===== src/rtl/conversor_bin_bcd.sv =====
// conversor_bin_bcd: sequential binary-to-BCD converter using shift-and-add-3,
// one input bit per clock. Results stay stable between conversions so the
// downstream 7-segment decoders never see intermediate digits. Values that do
// not fit in DIGITS decimal digits are flagged and shown as 4'hF per nibble.
module conversor_bin_bcd #(
  parameter int WIDTH  = 8,
  parameter int DIGITS = 3
) (
  input  logic                  clk,
  input  logic                  reset,
  input  logic                  start,
  input  logic [WIDTH-1:0]      bin,
  output logic                  busy,
  output logic                  done,
  output logic [4*DIGITS-1:0]   bcd,
  output logic                  overflow
);

  localparam int BW   = 4 * DIGITS;
  localparam int CW   = $clog2(WIDTH + 1);
  localparam int LW   = BW + 1;
  localparam int CMPW = (WIDTH > LW) ? WIDTH : LW;

  // 10^n evaluated at elaboration; wide enough for both bin and 10^DIGITS
  function automatic logic [CMPW-1:0] pow10(input int n);
    logic [CMPW-1:0] p;
    p = CMPW'(1);
    for (int k = 0; k < n; k++) begin
      p = p * CMPW'(10);
    end
    return p;
  endfunction

  localparam logic [CMPW-1:0] LIMIT = pow10(DIGITS);

  typedef enum logic [1:0] {
    IDLE  = 2'd0,
    SHIFT = 2'd1,
    DONE  = 2'd2
  } state_t;

  state_t            state_r, state_nx_s;
  logic [WIDTH-1:0]  bin_r, bin_nx_s;
  logic [BW-1:0]     scratch_r, scratch_nx_s, adj_s;
  logic [CW-1:0]     cnt_r, cnt_nx_s;
  logic              ovf_pend_r, ovf_pend_nx_s;
  logic [BW-1:0]     bcd_r, bcd_nx_s;
  logic              overflow_r, overflow_nx_s;
  logic              busy_r, busy_nx_s;
  logic              done_r, done_nx_s;
  logic [CMPW-1:0]   bin_ext_s;
  logic              ovf_s;

  assign bin_ext_s = CMPW'(bin);
  assign ovf_s     = (bin_ext_s >= LIMIT);

  // add-3 correction: every nibble >= 5 gets +3, all digits in parallel
  always_comb begin
    adj_s = scratch_r;
    for (int i = 0; i < DIGITS; i++) begin
      if (scratch_r[4*i +: 4] >= 4'd5) begin
        adj_s[4*i +: 4] = scratch_r[4*i +: 4] + 4'd3;
      end else begin
        adj_s[4*i +: 4] = scratch_r[4*i +: 4];
      end
    end
  end

  // next-state and datapath: accept, shift step, final-step result load
  always_comb begin
    state_nx_s    = state_r;
    bin_nx_s      = bin_r;
    scratch_nx_s  = scratch_r;
    cnt_nx_s      = cnt_r;
    ovf_pend_nx_s = ovf_pend_r;
    bcd_nx_s      = bcd_r;
    overflow_nx_s = overflow_r;
    case (state_r)
      IDLE, DONE: begin
        if (start) begin
          state_nx_s    = SHIFT;
          bin_nx_s      = bin;
          scratch_nx_s  = '0;
          cnt_nx_s      = CW'(WIDTH);
          ovf_pend_nx_s = ovf_s;
        end else begin
          state_nx_s = IDLE;
        end
      end
      SHIFT: begin
        scratch_nx_s = {adj_s[BW-2:0], bin_r[WIDTH-1]};
        bin_nx_s     = bin_r << 1'b1;
        cnt_nx_s     = cnt_r - CW'(1);
        if (cnt_r == CW'(1)) begin
          state_nx_s = DONE;
          if (ovf_pend_r) begin
            bcd_nx_s      = {DIGITS{4'hF}};
            overflow_nx_s = 1'b1;
          end else begin
            bcd_nx_s      = scratch_nx_s;
            overflow_nx_s = 1'b0;
          end
        end else begin
          state_nx_s = SHIFT;
        end
      end
      default: begin
        state_nx_s = IDLE;
      end
    endcase
    busy_nx_s = (state_nx_s == SHIFT);
    done_nx_s = (state_nx_s == DONE);
  end

  // state and datapath registers; reset beats start on the same edge
  always_ff @(posedge clk) begin
    if (reset) begin
      state_r    <= IDLE;
      bin_r      <= '0;
      scratch_r  <= '0;
      cnt_r      <= '0;
      ovf_pend_r <= 1'b0;
      bcd_r      <= '0;
      overflow_r <= 1'b0;
      busy_r     <= 1'b0;
      done_r     <= 1'b0;
    end else begin
      state_r    <= state_nx_s;
      bin_r      <= bin_nx_s;
      scratch_r  <= scratch_nx_s;
      cnt_r      <= cnt_nx_s;
      ovf_pend_r <= ovf_pend_nx_s;
      bcd_r      <= bcd_nx_s;
      overflow_r <= overflow_nx_s;
      busy_r     <= busy_nx_s;
      done_r     <= done_nx_s;
    end
  end

  assign busy     = busy_r;
  assign done     = done_r;
  assign bcd      = bcd_r;
  assign overflow = overflow_r;

endmodule


===== config.mk =====
export PLATFORM = sky130hd
export DESIGN_NAME = conversor_bin_bcd
export DESIGN_NICKNAME = d
export VERILOG_FILES = /design/src/rtl/conversor_bin_bcd.sv
export SDC_FILE = /design/constraint.sdc
export NUM_CORES = 1
export LEC_CHECK = 0
export ABC_AREA = 1
export CAP_MARGIN = 10
export CORE_ASPECT_RATIO = 1.25
export CORE_MARGIN = 2
export CORE_UTILIZATION = 30
export CTS_CLUSTER_DIAMETER = 200
export CTS_CLUSTER_SIZE = 12
export DETAILED_ROUTE_END_ITERATION = 8
export PLACE_DENSITY = 0.52
export SETUP_SLACK_MARGIN = 0.02
export SYNTH_ARGS = -nofsm -noshare
export SYNTH_HDL_FRONTEND = slang
export SYNTH_SLANG_ARGS = --single-unit

===== constraint.sdc =====
create_clock -name clk -period 1.6 [get_ports clk]
set_input_delay 0.32 -clock clk [delete_from_list [all_inputs] [get_ports clk]]
set_output_delay 0.32 -clock clk [all_outputs]
set_load 0.02 [all_outputs]

==> reports/metrics.cfg <==
[synthesis]
synthDominantCellAreaShare_pct=43.8
ys_warn_count=0
synth_edf_count=0
ys_ff_latch=40
ys_top_cells_by_area=dfxtp_1, nand2_1, a21oi_1, ha_1, nand3_1
ys.flop_type=dfxtp_1
synth.most_common_cell=nand2_1
yosysTopAreaCell=dfxtp_1
syn_avg_cell_area_um2=7.19
yosysSeqAreaShare_pct=43.8
ys_types=21
synthesis.area_mm2=0.00183
ys_top_cells_by_count=nand2_1, dfxtp_1, a21oi_1
syn_inst=254
synth_nets=273
synthArstFlopShare_pct=0

[power_and_ir_drop]
p_leak_nw=1.12
powerDensity_mw_per_mm2=846
p_comb_share_pct=13.1
p_clk_share_pct=33.3
power.internal_w=0.00144
p_seq_share_pct=53.6
switching_share_pct=26.5
vdd_drop_max_v=0.000388
switchingPower_w=0.000518

[clocking]
cts_buffers=5
clockBufferDepth=2
worstSkewPairLatency_ns=0.29
clock_sinks=40
cts_tree=done
htree_levels=2
hold_buffers=0
clockRootBuffer=clkbuf_8
clk_pin_slew_ns=0.08

[global_route]
grt_max_degree=16
grt-busiest-layer=met2
use_met2_pct=20.5
grtUsageMet3_pct=2.66
grt.overflow.total=0
gr-usage-met1_pct=16.9
grtUsageTotal_pct=13.1
antenna_found_initial=0
grt_pass1_vias=1506
grt_pass1_wl_um=6820

[critical_path]
worst-path-max-fanout=2
critPathMaxStageDelay_ns=0.60
r2r_slack_ns=0.26
crit_type=flop to primary output
critPathBufInv=1
worst_path_dominant_cell_family=buffers and inverters
worstPathRequired_ns=1.28
critPathSlowestCell=clkdlybuf4s50_1
cp_data_arrival_time_ns=1.22
worstSetupStartpointType=flop
crit_chain=clkdlybuf4s50_1
crit_path_end_kind=primary output

[floorplan]
start_util_pct=31.2
core-area_mm2=0.00586
dieArea_mm2=0.00673
die_h_um=91.2
row_count=31
die_w_um=73.8
io_pins=26

[cells_and_area]
stdcell_area_mm2=0.00231
layout.cells.non_filler=367
nets=304
num-fill-cells=619
fin_util_pct=39.5
diodes=0
area_growth_pct=26.6
drive_gt1_share_pct=8.07

[sta]
period_share_pct=96.6
finalSetupTns_ns=0
maxSlewViolCount=0
fin_worst_skew_ns=0.00705
setup_ws_ns=0.0551
fmax_mhz=647
period_needed_ns=1.54
hold_violations=0
rsz0062_at_grt=no
setup_viol=0

[detailed_routing]
firstDrtPassIters=4
drt_iter0_markers=90
drt_wl_total_um=4020
routed_via_density=4.51
avgRoutedWirePerCell_um=11.0
vias=1656
drc_errors=0
antenna_left=0

[place]
port_buffers=24
placed_cells=360
dp_slack_ns=0.0620
gp_congestion=0.789
hpwlAfterDp_um=2900
dpl-instance-area_mm2=0.00221

[min_path]
hp-class=flop to flop

[outcome]
status=finished clean

[job]
cap_viol_max_count=0

worst paths after layout:
path                startpoint       end  cells past startpoint
setup / recovery        bcd[8]    bcd[8]                      1
hold / removal        bin_r[0]  bin_r[0]                      2
setup reg to reg  scratch_r[5]    bcd[5]                      8
hold reg to reg       bin_r[0]  bin_r[0]                      2
cells by family (layout without fill, tap and decap cells):
group | Yosys count | after routing | synth area share (%)
simple gates | 120 | 120 | 27.7
compound gates | 45 | 45 | 12.9
flops | 40 | 40 | 43.8
buf+inv | 39 | 70 | 9.25
fa+ha+maj | 8 | 8 | 5.48
other cells | 1 | 1 | 0.205
mux | 1 | 1 | 0.548
power groups by stage:
stage / combinational, W / sequential (W) / clock, W
floorplan: 0.000143 / 0.00108 / 0
global placement: 0.000260 / 0.00107 / 0
detailed placement: 0.000260 / 0.00107 / 0
CTS: 0.000261 / 0.00105 / 0.000679
global route: 0.000291 / 0.00105 / 0.000710
finish: 0.000256 / 0.00105 / 0.000651
per-layer routing:
| metal | vias to the layer above | part of all wire [%] |
|---|---|---|
| met5 | - | 0 |
| li1 | 883 | - |
| met2 | 36 | 47 |
| met4 | 0 | 2.3 |
| met3 | 7 | 3.9 |
| met1 | 730 | 47 |
flip-flops by register name, summed over array words and instances (netlist names):
name and count:
bcd 12, bin_r 8, busy 1, cnt_r 4, done 1, scratch_r 12, state_r 2
cell type report:
cell class | instances | area (um^2) | area share [%]
clock inverters | 2 | 12.5 | 0.541
well taps | 82 | 103 | 4.44
inverters | 29 | 109 | 4.71
multi-input cells | 175 | 857 | 37.1
clock buffers | 5 | 68.8 | 2.98
flip-flops and latches | 40 | 801 | 34.6
repair buffers | 34 | 362 | 15.6
stage by stage:
stage	total power, W	hold slack [ns]
floorplan	0.00122	0.438
global placement	0.00133	0.451
detailed placement	0.00133	0.452
CTS	0.00199	0.465
global route	0.00205	0.487
finish	0.00196	0.464
placed cells by master (no fill, tap or decap):
cell type | Yosys | final
a21oi_1 | 25 | 25
a31oi_1 | 7 | 7
buf_12 | 0 | 2
buf_4 | 3 | 8
clkbuf_8 | 0 | 5
clkdlybuf4s50_1 | 0 | 14
clkinv_1 | 1 | 1
clkinv_2 | 0 | 1
clkinvlp_4 | 0 | 1
conb_1 | 1 | 1
dfxtp_1 | 40 | 40
dlygate4sd2_1 | 0 | 1
dlymetal6s2s_1 | 0 | 9
ha_1 | 8 | 8
inv_1 | 24 | 24
inv_2 | 4 | 4
mux2i_1 | 1 | 1
nand2_1 | 77 | 77
nand3_1 | 20 | 20
nand4_1 | 6 | 6
nor2_1 | 14 | 14
nor2_4 | 2 | 2
nor3_1 | 1 | 1
o21ai_0 | 11 | 11
o22ai_1 | 2 | 2
repair_timing:
item | 4_1_cts | 5_1_grt
hold endpoints to repair | 0 | 0
setup buffers | 0 | 0
gates resized for setup | 1 | 9
endpoints found under the setup margin | 1 | 9
Power figures use the tool's default switching activity.
